==> config.mk <==
export PLATFORM = sky130hd
export DESIGN_NAME = stream_to_axi_b_flat
export DESIGN_NICKNAME = d
export VERILOG_FILES = /design/src/rtl/stream_to_axi_b_if.sv /design/src/rtl/stream_to_axi_b.sv /design/src/flat_wrapper.sv
export SDC_FILE = /design/constraint.sdc
export NUM_CORES = 1
export LEC_CHECK = 0
export ABC_CLOCK_PERIOD_IN_PS = 3190
export BUFFER_PORTS_ARGS = -buffer_cell sky130_fd_sc_hd__buf_4
export CAP_MARGIN = 20
export CORE_MARGIN = 4
export CORE_UTILIZATION = 55
export CTS_BUF_LIST = sky130_fd_sc_hd__clkbuf_8
export DETAILED_ROUTE_END_ITERATION = 6
export PLACE_DENSITY = 0.89
export SLEW_MARGIN = 15
export SYNTH_ARGS = -nofsm -noshare
export SYNTH_HDL_FRONTEND = slang
export SYNTH_SLANG_ARGS = --single-unit
==> constraint.sdc <==
create_clock -name clk -period 3.19 [get_ports clk]
set_input_delay 0.1595 -clock clk [delete_from_list [all_inputs] [get_ports clk]]
set_output_delay 0.1595 -clock clk [all_outputs]
set_load 0.02 [all_outputs]
==> src/rtl/stream_to_axi_b_if.sv <==
// Bundles the inbound snoop stream and the replayed AXI4 B channel.
// The master modport is the stream source / AXI master side; slave is the bridge.
interface stream_to_axi_b_if #(
    parameter int DATA_WIDTH = 128,
    parameter int ID_WIDTH   = 32,
    parameter int USER_WIDTH = 64
);
    logic [DATA_WIDTH-1:0] in_data;
    logic                  in_valid;
    logic                  in_last;
    logic                  in_ready;
    logic [ID_WIDTH-1:0]   AXIS_bid;
    logic [1:0]            AXIS_bresp;
    logic [USER_WIDTH-1:0] AXIS_buser;
    logic                  AXIS_bvalid;
    logic                  AXIS_bready;

    modport master (
        output in_data, in_valid, in_last, AXIS_bready,
        input  in_ready, AXIS_bid, AXIS_bresp, AXIS_buser, AXIS_bvalid
    );

    modport slave (
        input  in_data, in_valid, in_last, AXIS_bready,
        output in_ready, AXIS_bid, AXIS_bresp, AXIS_buser, AXIS_bvalid
    );
endinterface

==> src/rtl/stream_to_axi_b.sv <==
// Replays B-channel records received over the snoop stream as AXI4 B handshakes.
// Records are buffered in a small FIFO; foreign or multi-beat packets are discarded and counted.
module stream_to_axi_b #(
    parameter int                             DATA_WIDTH        = 128,
    parameter int                             ID_WIDTH          = 32,
    parameter int                             USER_WIDTH        = 64,
    parameter int                             STREAM_TYPE_WIDTH = 3,
    parameter logic [STREAM_TYPE_WIDTH-1:0]   STREAM_TYPE       = 3'b100,
    parameter int                             FIFO_DEPTH        = 4
) (
    input  logic                          clk,
    input  logic                          reset,
    stream_to_axi_b_if.slave              bus,
    output logic [$clog2(FIFO_DEPTH):0]   fifo_level,
    output logic                          type_error,
    output logic [15:0]                   drop_count
);
    localparam int              PW         = $clog2(FIFO_DEPTH);
    localparam int              LW         = PW + 1;
    localparam int              RW         = ID_WIDTH + 2;
    localparam logic [LW-1:0]   FULL_LEVEL = LW'(FIFO_DEPTH);

    typedef enum logic {HEADER, DISCARD} state_t;

    state_t          state_q, state_d;
    logic [PW-1:0]   wr_ptr_q, rd_ptr_q;
    logic [LW-1:0]   level_q, level_d;
    logic            in_ready_q, in_ready_d;
    logic            bvalid_q, bvalid_d;
    logic            type_error_q;
    logic [15:0]     drop_q;
    logic [RW-1:0]   mem_q [FIFO_DEPTH];
    logic [RW-1:0]   head;

    logic [STREAM_TYPE_WIDTH-1:0] hdr_type;
    logic [ID_WIDTH-1:0]          hdr_bid;
    logic [1:0]                   hdr_bresp;
    logic                         hdr_ok, accept, push, pop, drop;
    logic                         unused_data;

    assign hdr_type    = bus.in_data[DATA_WIDTH-1 -: STREAM_TYPE_WIDTH];
    assign hdr_bid     = bus.in_data[DATA_WIDTH-STREAM_TYPE_WIDTH-1 -: ID_WIDTH];
    assign hdr_bresp   = bus.in_data[1:0];
    assign unused_data = ^bus.in_data;

    assign hdr_ok = (hdr_type == STREAM_TYPE) && bus.in_last;
    assign accept = bus.in_valid && in_ready_q;
    assign push   = accept && (state_q == HEADER) && hdr_ok;
    assign drop   = accept && (state_q == HEADER) && !hdr_ok;
    assign pop    = bvalid_q && bus.AXIS_bready;

    // in_ready/bvalid are registered from next-state values, so neither
    // in_data nor AXIS_bready has a combinational path to an output.
    always_comb begin
        state_d = state_q;
        case (state_q)
            HEADER:  if (drop && !bus.in_last)   state_d = DISCARD;
            DISCARD: if (accept && bus.in_last)  state_d = HEADER;
            default:                             state_d = HEADER;
        endcase

        level_d = level_q;
        if (push && !pop)
            level_d = level_q + 1'b1;
        else if (pop && !push)
            level_d = level_q - 1'b1;

        bvalid_d   = (level_d != '0);
        in_ready_d = (state_d == DISCARD) || (level_d != FULL_LEVEL);
    end

    always_ff @(posedge clk) begin
        if (reset) begin
            state_q      <= HEADER;
            wr_ptr_q     <= '0;
            rd_ptr_q     <= '0;
            level_q      <= '0;
            in_ready_q   <= 1'b0;
            bvalid_q     <= 1'b0;
            type_error_q <= 1'b0;
            drop_q       <= '0;
        end else begin
            state_q      <= state_d;
            level_q      <= level_d;
            in_ready_q   <= in_ready_d;
            bvalid_q     <= bvalid_d;
            type_error_q <= drop;
            if (push)
                wr_ptr_q <= wr_ptr_q + 1'b1;
            if (pop)
                rd_ptr_q <= rd_ptr_q + 1'b1;
            if (drop && (drop_q != 16'hFFFF))
                drop_q <= drop_q + 16'd1;
        end
    end

    always_ff @(posedge clk) begin
        if (push)
            mem_q[wr_ptr_q] <= {hdr_bid, hdr_bresp};
    end

    assign head            = mem_q[rd_ptr_q];
    assign bus.in_ready    = in_ready_q;
    assign bus.AXIS_bvalid = bvalid_q;
    assign bus.AXIS_bid    = head[RW-1:2];
    assign bus.AXIS_bresp  = head[1:0];
    assign bus.AXIS_buser  = '0;
    assign fifo_level      = level_q;
    assign type_error      = type_error_q;
    assign drop_count      = drop_q;
endmodule

==> src/flat_wrapper.sv <==
// flat-port wrapper written by rule: the top's interface ports become plain ports
module stream_to_axi_b_flat 
#(
    parameter int                             DATA_WIDTH        = 128,
    parameter int                             ID_WIDTH          = 32,
    parameter int                             USER_WIDTH        = 64,
    parameter int                             STREAM_TYPE_WIDTH = 3,
    parameter logic [STREAM_TYPE_WIDTH-1:0]   STREAM_TYPE       = 3'b100,
    parameter int                             FIFO_DEPTH        = 4
)
  (clk, reset, fifo_level, type_error, drop_count, bus_in_data, bus_in_valid, bus_in_last, bus_AXIS_bready, bus_in_ready, bus_AXIS_bid, bus_AXIS_bresp, bus_AXIS_buser, bus_AXIS_bvalid);
  stream_to_axi_b_if #(.DATA_WIDTH(DATA_WIDTH), .ID_WIDTH(ID_WIDTH), .USER_WIDTH(USER_WIDTH)) bus_i ();
  input  logic clk;
  input  logic reset;
  output logic [$clog2(FIFO_DEPTH):0] fifo_level;
  output logic type_error;
  output logic [15:0] drop_count;
  input wire logic [$bits(bus_i.in_data)-1:0] bus_in_data;
  input wire logic [$bits(bus_i.in_valid)-1:0] bus_in_valid;
  input wire logic [$bits(bus_i.in_last)-1:0] bus_in_last;
  input wire logic [$bits(bus_i.AXIS_bready)-1:0] bus_AXIS_bready;
  output wire logic [$bits(bus_i.in_ready)-1:0] bus_in_ready;
  output wire logic [$bits(bus_i.AXIS_bid)-1:0] bus_AXIS_bid;
  output wire logic [$bits(bus_i.AXIS_bresp)-1:0] bus_AXIS_bresp;
  output wire logic [$bits(bus_i.AXIS_buser)-1:0] bus_AXIS_buser;
  output wire logic [$bits(bus_i.AXIS_bvalid)-1:0] bus_AXIS_bvalid;
  assign bus_i.in_data = bus_in_data;
  assign bus_i.in_valid = bus_in_valid;
  assign bus_i.in_last = bus_in_last;
  assign bus_i.AXIS_bready = bus_AXIS_bready;
  assign bus_in_ready = bus_i.in_ready;
  assign bus_AXIS_bid = bus_i.AXIS_bid;
  assign bus_AXIS_bresp = bus_i.AXIS_bresp;
  assign bus_AXIS_buser = bus_i.AXIS_buser;
  assign bus_AXIS_bvalid = bus_i.AXIS_bvalid;
  stream_to_axi_b #(.DATA_WIDTH(DATA_WIDTH), .ID_WIDTH(ID_WIDTH), .USER_WIDTH(USER_WIDTH), .STREAM_TYPE_WIDTH(STREAM_TYPE_WIDTH), .STREAM_TYPE(STREAM_TYPE), .FIFO_DEPTH(FIFO_DEPTH)) u_core (.clk(clk), .reset(reset), .bus(bus_i), .fifo_level(fifo_level), .type_error(type_error), .drop_count(drop_count));
endmodule
==> impl_results.md, run 1 <==
- Status: complete, no violations
- Hold Path Class: input port to register
- H-tree depth: 4
- Gate Count Post-Synth: around 410
- Grt peak-use layer: met2
- Initial core utilization: 57.1%
- CTS tree: built
- Synth cell types: 53
- Core Area: between 10000 and 15000 sq um
- Root Buffer: clkbuf_8
- Post-CTS Setup Inserts: 0
- Met3 Use GR: roughly 5.9%
- Clk_lat worst skew: approximately 0.45 ns
- Die area: around 14000 sq um
- Synth top cells by count: edfxtp_1 (136), buf_4 (68), mux4_2 (34)
- IO buf count: 97
- Crit. End Element: output pin
- CP Cell Sequence: buf_12 -> mux4_2 -> buf_4
- Antenna-violating nets left: 0
- Syn avg cell area: 16.8 sq um
- Met1 GRT Util: 23.3%
- Leading area contributor after synthesis: edfxtp_1
- Tmin final: between 2 and 2.5 ns
- Detailed Routing Iterations Pass 1: 5
- Final setup TNS: 0 ns
- Sequential Power Share: between 50% and 60%
- Max-cap viol count: 0
- Ys async rst share: 0%
- Clk pwr share: around a third
- Dpl cells: 665
- Crit Path Category: register to output pin
- Die Y: between 100 and 150 um
- Largest net degree at the start of global routing: 35
- Fillers: between 800 and 900
- Post-synthesis sequential area ratio: 67.2%
- Placed cell areas: 7600 sq um
- Synthesis-to-layout area growth: 20.8%
- Hold WS: about 0.08 ns
- P_int: between 0.003 and 0.004 W
- GRT Resource Usage Total: a little under a fifth
- Initial DRC Count: roughly 270
- Post-layout instance area: between 8000 and 9000 sq um
- Sw frac: 26.3%
- Worst Skew: around 0.011 ns
- First-pass GRT wire length: approximately 21000 um
- Crit start category: register
- Endpoints failing setup: 0
- Antenna Cells: 0
- Largest cells by area after synthesis: edfxtp_1 (59%), mux4_2 (11%), dfxtp_1 (8.4%)
- Slew HR: approximately 39%
- Grt met2 use: between 30 and 40%
- Share of post-route cells with drive strength above 1: between 30% and 40%
- Final net count: 692
- Via count: between 3000 and 4000
- Count leader, synth: edfxtp_1
- Max Clk Rate: 432 MHz
- CTS buffer count: 17
- Post-synth EDFFs: approximately 140
- Die outline width: about 120 um
- Logic pwr share: 17.5%
- Dpl hpwl: 8250 um
- Worst-path maximum fanout: 20
- Final period util: 72.5%
- Drt wl/cell: 18.4 um
- P_sw: 0.00129 W
- Yosys top cell area share: 58.9%
- Clock sinks: roughly 170
- Tightest Pin Transition: between 0.9 and 1 ns
- Final hold viol count: 0
- Slowest cell on crit path: dfxtp_2
- Mapped cell area: a little under 7000 sq um
- Clk buf depth: 2
- Vias in the first global route: around 4000
- Leakage: between 3 and 4 nW
- Initial antenna violation count: 0
- Top delay family on crit path: flip-flops
- DRC: 0
- # resized after CTS: 0
- Wirelength, routed: about 13000 um
- Top_reg_cell synth: edfxtp_1
- Num rows: 40
- Synth Register Bits: about 170
- Routability cong.: between 0.8 and 0.9
- Worst Path Required: about 3.0 ns
- Synth Warn #: 0
- Power per Cell Area: between 500 and 600 nW/um^2
- Critical Path Max Stage Delay: about 0.7 ns
- Buf/Inv on CP: 2
- Post-CTS Hold Buffers: 36
- DR vias/cell: 5.39
- RSZ-0062 raised after global routing: false
- Ports: between 200 and 300
- Slew Viols, Final: 0
- Crit path DAT: approximately 2.2 ns
- Worst VDD drop: ~0.37 mV
- Clock slew seen by the registers of the worst setup and hold paths: 0.08 ns
- Fin cells: roughly 730
- Gr ovfl total: 0
- Final core occ: 68.9%
worst paths after layout:
path | startpoint | slack [ns] | depth (start not counted) | endpoint
worst min-delay path | reset | 0.08 | 2 | u_core.wr_ptr_q[0]
worst min register to register | u_core.drop_count[7] | 0.53 | 2 | u_core.drop_count[7]
worst max register to register | u_core.bus.in_ready | 1.18 | 2 | u_core.mem_q[0][14]
worst max-delay path | register | 0.88 | 3 | bus_AXIS_bid[0]
registers in the layout, summed over array words and instances (netlist names), named ones only:
| register | flops |
|---|---|
| u_core.rd_ptr_q | 2 |
| u_core.type_error | 1 |
| u_core.drop_count | 16 |
| u_core.fifo_level | 3 |
| u_core.state_q | 1 |
| u_core.mem_q | 136 |
| u_core.bus.AXIS_bvalid | 1 |
| u_core.bus.in_ready | 1 |
| u_core.wr_ptr_q | 2 |
cells in the final DEF, fill, tap and decap left out, drive strengths merged, types with 2 or more instances in the layout:
| cell type | netlist | layout |
|---|---|---|
| conb | 1 | 64 |
| o41ai | 4 | 4 |
| clkbuf | 7 | 17 |
| xor2 | 2 | 2 |
| dlygate4sd3 | 0 | 36 |
| a311oi | 4 | 4 |
| nor2b | 2 | 2 |
| o21ai | 7 | 7 |
| a211oi | 3 | 3 |
| or3 | 3 | 3 |
| o21a | 2 | 2 |
| a21oi | 12 | 12 |
| nand3b | 2 | 2 |
| nand3 | 7 | 7 |
| nor3 | 4 | 4 |
| bufinv | 0 | 4 |
| and4 | 3 | 3 |
| buf | 71 | 99 |
| nand2 | 10 | 10 |
| and3 | 7 | 7 |
| inv | 6 | 7 |
| clkinvlp | 0 | 3 |
| mux4 | 34 | 34 |
| edfxtp | 136 | 136 |
| dfxtp | 29 | 29 |
| o311ai | 4 | 4 |
| clkinv | 0 | 7 |
| nand4 | 8 | 8 |
| nor2 | 10 | 10 |
| ha | 7 | 7 |
| nor4 | 4 | 4 |
| o31ai | 4 | 4 |
| o211ai | 2 | 2 |
| or4 | 5 | 5 |
power groups by stage:
stage | clock network (W) | registers [W] | logic (W)
floorplan | 0 | 0.00250 | 0.000593
global route | 0.00170 | 0.00248 | 0.000917
finish | 0.00158 | 0.00246 | 0.000858
global placement | 0 | 0.00251 | 0.000795
detailed placement | 0 | 0.00251 | 0.000818
CTS | 0.00160 | 0.00246 | 0.000859
cells by family (layout without fill, tap and decap cells):
family | count (synthesis) | in the layout | share of synthesized area, %
adders and majority gates | 7 | 7 | 1.26
other | 1 | 64 | 0.0540
and+or+nand+nor | 69 | 69 | 6.71
DFF | 165 | 165 | 67.2
AOI/OAI and AO/OA | 49 | 49 | 4.94
xor gates and xnor gates | 3 | 3 | 0.379
buffers and inverters | 84 | 173 | 8.26
muxes | 35 | 35 | 11.2
layout make-up:
type / instances / area, sq um / share of cell area [%]
clock inverter: 15 / 189 / 2.25
inverter: 6 / 22.5 / 0.269
multi-input combinational: 227 / 1940 / 23.2
timing repair buffer: 135 / 1120 / 13.3
tap: 168 / 210 / 2.51
sequential: 165 / 4670 / 55.7
clock buffer: 17 / 234 / 2.79
routing by layer:
metal / vias up / share of wire (%) / wire (um)
li1: 1792 / - / -
met1: 1948 / 38 / 5100
met2: 192 / 53 / 7180
met3: 19 / 7.4 / 996
met4: 0 / 1.6 / 215
met5: - / 0 / 0
metrics by stage:
stage | total power, W | setup slack (ns)
floorplan | 0.00309 | 0.964
global placement | 0.00330 | 1.18
detailed placement | 0.00333 | 1.15
CTS | 0.00493 | 0.760
global route | 0.00509 | 0.675
finish | 0.00491 | 0.876
Power figures use the tool's default switching activity.
==> run 2, diff against run 1 <==
ABC_CLOCK_PERIOD_IN_PS = 1900   (was 3190)
CORE_UTILIZATION = 46   (was 55)
PLACE_DENSITY = 0.79   (was 0.89)
clock period = 1.9 ns   (was 3.19 ns; I/O delays follow)
==> impl_results.md, run 2 (same netlist as run 1, synthesis figures left out) <==
- Status: complete, no violations
- Worst-path maximum fanout: 9
- RSZ-0062 raised after global routing: true
- Drt wl/cell: between 15 and 20 um
- IO buf count: 97
- Synthesis-to-layout area growth: 24.5%
- Initial core utilization: a little under half
- Clock sinks: ~170
- Share of post-route cells with drive strength above 1: between 30% and 40%
- Hold Path Class: input port to register
- Placed cell areas: between 7000 and 8000 sq um
- Die area: about 17000 sq um
- CTS tree: built
- Final net count: approximately 700
- Hold WS: slightly below 0.07 ns
- Final period util: 97.1%
- DR vias/cell: about 5.3
- Vias in the first global route: about 4200
- DRC: 0
- Crit start category: register
- Clock slew seen by the registers of the worst setup and hold paths: about 0.080 ns
- Most frequent cells in the layout: edfxtp_1 (136), buf_4 (90), conb_1 (64)
- Clk buf depth: 2
- Antenna-violating nets left: 0
- Slew Viols, Final: 0
- Final core occ: approximately 59%
- Post-layout instance area: approximately 8600 sq um
- Die Y: 131 um
- Initial DRC Count: 225
- Most flop-heavy register: u_core.mem_q
- Crit path DAT: 1.75 ns
- GRT Resource Usage Total: between 15 and 20%
- Antenna Cells: 0
- Final setup TNS: 0 ns
- Max Clk Rate: between 500 and 600 MHz
- Worst VDD drop: roughly 0.50 mV
- Worst Path Required: around 1.8 ns
- Routability cong.: between 0.7 and 0.8
- Initial antenna violation count: 0
- Most common cell after layout, fill and taps aside: edfxtp_1
- Root Buffer: clkbuf_8
- Largest net degree at the start of global routing: 35
- Worst Skew: roughly 0.0085 ns
- Endpoints failing setup: 0
- Crit Path Category: register to output pin
- Final Power: about 0.0084 W
- Leakage: around 3.1 nW
- Clk_lat worst skew: between 0.4 and 0.5 ns
- Gr ovfl total: 0
- Max-cap viol count: 0
- Detailed Routing Iterations Pass 1: 4
- CTS buffer count: 17
- Final hold viol count: 0
- Via count: 4037
- Dpl hpwl: 8740 um
- First-pass GRT wire length: approximately 21000 um
- Crit. End Element: output pin
- H-tree depth: 4
- Power per Cell Area: roughly 970 nW/um^2
- Die outline width: around 130 um
- Tmin final: about 1.8 ns
- Max reg flops: ~140
- Num rows: 44
- Core Area: approximately 15000 sq um
- Ports: 253
- Wirelength, routed: ~14000 um
==> run 2: cell count changes in the layout (fill, tap and decap cells not counted), moves of 3 or more <==
cell / previous run / this run
buf_12: 1 / 7
buf_4: 98 / 90
buf_6: 0 / 12
clkinv_2: 1 / 4
==> run 2: power by group <==
| part | switching, W | internal, W | total, W |
|---|---|---|---|
| Sequential | 0.000110 | 0.00399 | 0.00410 |
| Clock | 0.00123 | 0.00142 | 0.00265 |
| Combinational | 0.000839 | 0.000769 | 0.00161 |
==> run 2: final cells by class <==
cell class	count	area (sq um)
clock inverter	15	185
inverter	6	22.5
sequential	165	4670
tap	184	230
multi-input combinational	227	1940
clock buffer	17	234
timing repair buffer	147	1350
fill	1106	6010
==> run 2: routing by layer <==
layer,vias up,wire [um],global-route usage [%]
li1,1819,-,-
met1,2032,5440,19.6
met2,177,7250,27.9
met3,9,997,5.16
met4,0,87,3.99
met5,-,0,0
==> run 2: per-stage QoR <==
| stage | std cells | worst slack (ns) |
|---|---|---|
| final | 761 | 0.0552 |
| after global routing | 761 | -0.0235 |
| after CTS | 761 | -0.0138 |
| after detailed placement | 690 | 0.0920 |
| after global placement | 690 | 0.202 |
| after floorplan | 476 | 0.0283 |
==> run 2: critical path, cell delays in order (launching register included) <==
cell,delay [ns]
dfxtp_4,0.44
buf_12,0.17
mux4_2,0.54
buf_6,0.16
==> run 2: path summary, 6_finish.rpt <==
kind	cells past startpoint	from	slack (ns)	endpoint
worst max-delay path	3	register	0.06	bus_AXIS_bid[11]
worst min-delay path	4	bus_AXIS_bready	0.07	register
worst max register to register	5	u_core.drop_count[1]	0.15	u_core.drop_count[2]
worst min register to register	2	u_core.drop_count[7]	0.53	u_core.drop_count[7]
==> run 2: what timing repair did <==
item	4_1_cts	5_1_grt
hold buffers	37	0
gates resized for setup	5	14
hold endpoints to repair	147	0
cloned	1	0
buffers inserted	1	0
pin swaps	0	1
setup endpoints to repair	30	22
==> run 3, diff against run 2 <==
ABC_CLOCK_PERIOD_IN_PS = 2250   (was 1900)
CORE_UTILIZATION = 55   (was 46)
PLACE_DENSITY = 0.89   (was 0.79)
TNS_END_PERCENT = 1   (was default)
clock period = 2.25 ns   (was 1.9 ns; I/O delays follow)
==> impl_results.md, run 3 (same netlist as run 1, synthesis figures left out) <==
- Worst-path maximum fanout: 34
- Wirelength, routed: between 10000 and 15000 um
- Max Clk Rate: slightly above 500 MHz
- Endpoints failing setup: 0
- Slew Viols, Final: 0
- DP Worst Slack: ~0.43 ns
- CTS buffer count: 17
- Antenna-violating nets left: 0
- DRC: 0
- Die area: about 14000 sq um
- Worst flop-to-flop path endpoint: u_core.drop_count[2]
- Num rows: 40
- Worst Skew: roughly 0.013 ns
- CTS tree: built
- Crit Path Category: register to output pin
- Die Y: between 100 and 150 um
- Initial core utilization: a little under three fifths
- Crit start category: register
- Drt wl/cell: 17.8 um
- Crit. End Element: output pin
- R2r setup slk: ~0.4 ns
- Core Area: around 12000 sq um
- Final net count: 699
- Most flop-heavy register: u_core.mem_q
- Status: complete, no violations
- Hold WS: 0.0922 ns
- Worst Slack Setup Final: 0.317 ns
- Gr ovfl total: 0
- Final hold viol count: 0
- Final setup TNS: 0 ns
- Placed cell areas: 7690 sq um
- Most common cell after layout, fill and taps aside: edfxtp_1
- Clock sinks: 165
- Antenna Cells: 0
- RSZ-0062 raised after global routing: false
- Crit path DAT: between 1.5 and 2 ns
- Routability cong.: between 0.8 and 0.9
- Hold depth: 4
- Clock slew seen by the registers of the worst setup and hold paths: 0.08 ns
- Vias in the first global route: between 3000 and 4000
- Power per Cell Area: 795 nW/um^2
- Detailed Routing Iterations Pass 1: 5
- IO buf count: 97
- Root Buffer: clkbuf_8
- Tmin final: 1.93 ns
- GRT Resource Usage Total: between 10% and 20%
- Worst R2R Path Depth: 5
- Slew HR: 64.2%
- Ports: about 250
- DR vias/cell: ~5.4
- Die outline width: 120 um
- Share of post-route cells with drive strength above 1: between 30% and 40%
- First-pass GRT wire length: between 20000 and 25000 um
- Fillers: a little over 800
- Hold_sp: bus_AXIS_bready
- Clk_lat worst skew: between 0.4 and 0.5 ns
- Largest net degree at the start of global routing: 35
- Hold Path Class: input port to register
- Initial antenna violation count: 0
- Tightest Pin Transition: 0.533 ns
- H-tree depth: 4
- Worst R2R Start: u_core.drop_count[0]
- # resized after CTS: 0
- Synthesis-to-layout area growth: 21.6%
- Leakage: ~3.0 nW
- Most frequent cells in the layout: edfxtp_1 (136), buf_4 (100), conb_1 (64)
- Worst Path Required: roughly 2.1 ns
- Dpl hpwl: around 8000 um
- Final period util: a little under nine tenths
- Max-cap viol count: 0
- Post-layout instance area: 8440 sq um
- Clk buf depth: 2
- Max reg flops: around 140
- Via count: approximately 4000
- Initial DRC Count: around 300
- Worst VDD drop: 0.531 mV
==> run 3: area by class of cell <==
class	count	area (sq um)	share of cell area, %
clock buffer	17	234	2.77
inverter	6	22.5	0.267
tap	168	210	2.49
clock inverter	15	141	1.68
timing repair buffer	142	1220	14.5
multi-input combinational	227	1940	23.0
sequential	165	4670	55.3
==> run 3: worst max-delay path by stage <==
| stage | startpoint | to | slack (ns) | depth (start not counted) |
|---|---|---|---|---|
| 5_1_grt | register | bus_AXIS_bid[0] | 0.19 | 3 |
| 3_3_place_gp | u_core.drop_count[0] | u_core.drop_count[2] | 0.53 | 5 |
| 3_5_place_dp | u_core.drop_count[0] | u_core.drop_count[2] | 0.43 | 5 |
| 4_1_cts | register | bus_AXIS_bid[0] | 0.25 | 3 |
| 6_report | register | bus_AXIS_bid[0] | 0.32 | 3 |
| 2_1_floorplan | u_core.bus.in_ready | u_core.mem_q[0][0] | 0.02 | 3 |
==> run 3: critical path, stage by stage, from the launching register on <==
cell,delay (ns)
dfxtp_2,0.35
buf_12,0.27
mux4_2,0.57
buf_4,0.18
==> run 3: layer usage <==
metal  track usage [%]  wire, um  up-vias
li1                  -         -     1805
met1              22.8      5180     2026
met2              31.9      6950      174
met3              5.47       934       10
met4              4.25       106        0
met5                 0         0        -
==> run 3: what timing repair did <==
action                                 4_1_cts  5_1_grt
setup buffers                                0        0
endpoints found under the hold margin      139        0
hold buffers                                37        0
==> run 3: through the flow <==
stage                     power (W)  cells  util [%]
final                       0.00671    740      69.4
after global routing        0.00698    740      69.4
after CTS                   0.00675    740      69.4
after detailed placement    0.00472    671      63.3
after global placement      0.00469    671      63.3
after floorplan             0.00438    476         -
==> run 3: power breakdown <==
group / total [W] / internal (W) / switching (W)
registers: 0.00344 / 0.00337 / 0.0000712
logic: 0.00127 / 0.000570 / 0.000699
clock network: 0.00200 / 0.000972 / 0.00103
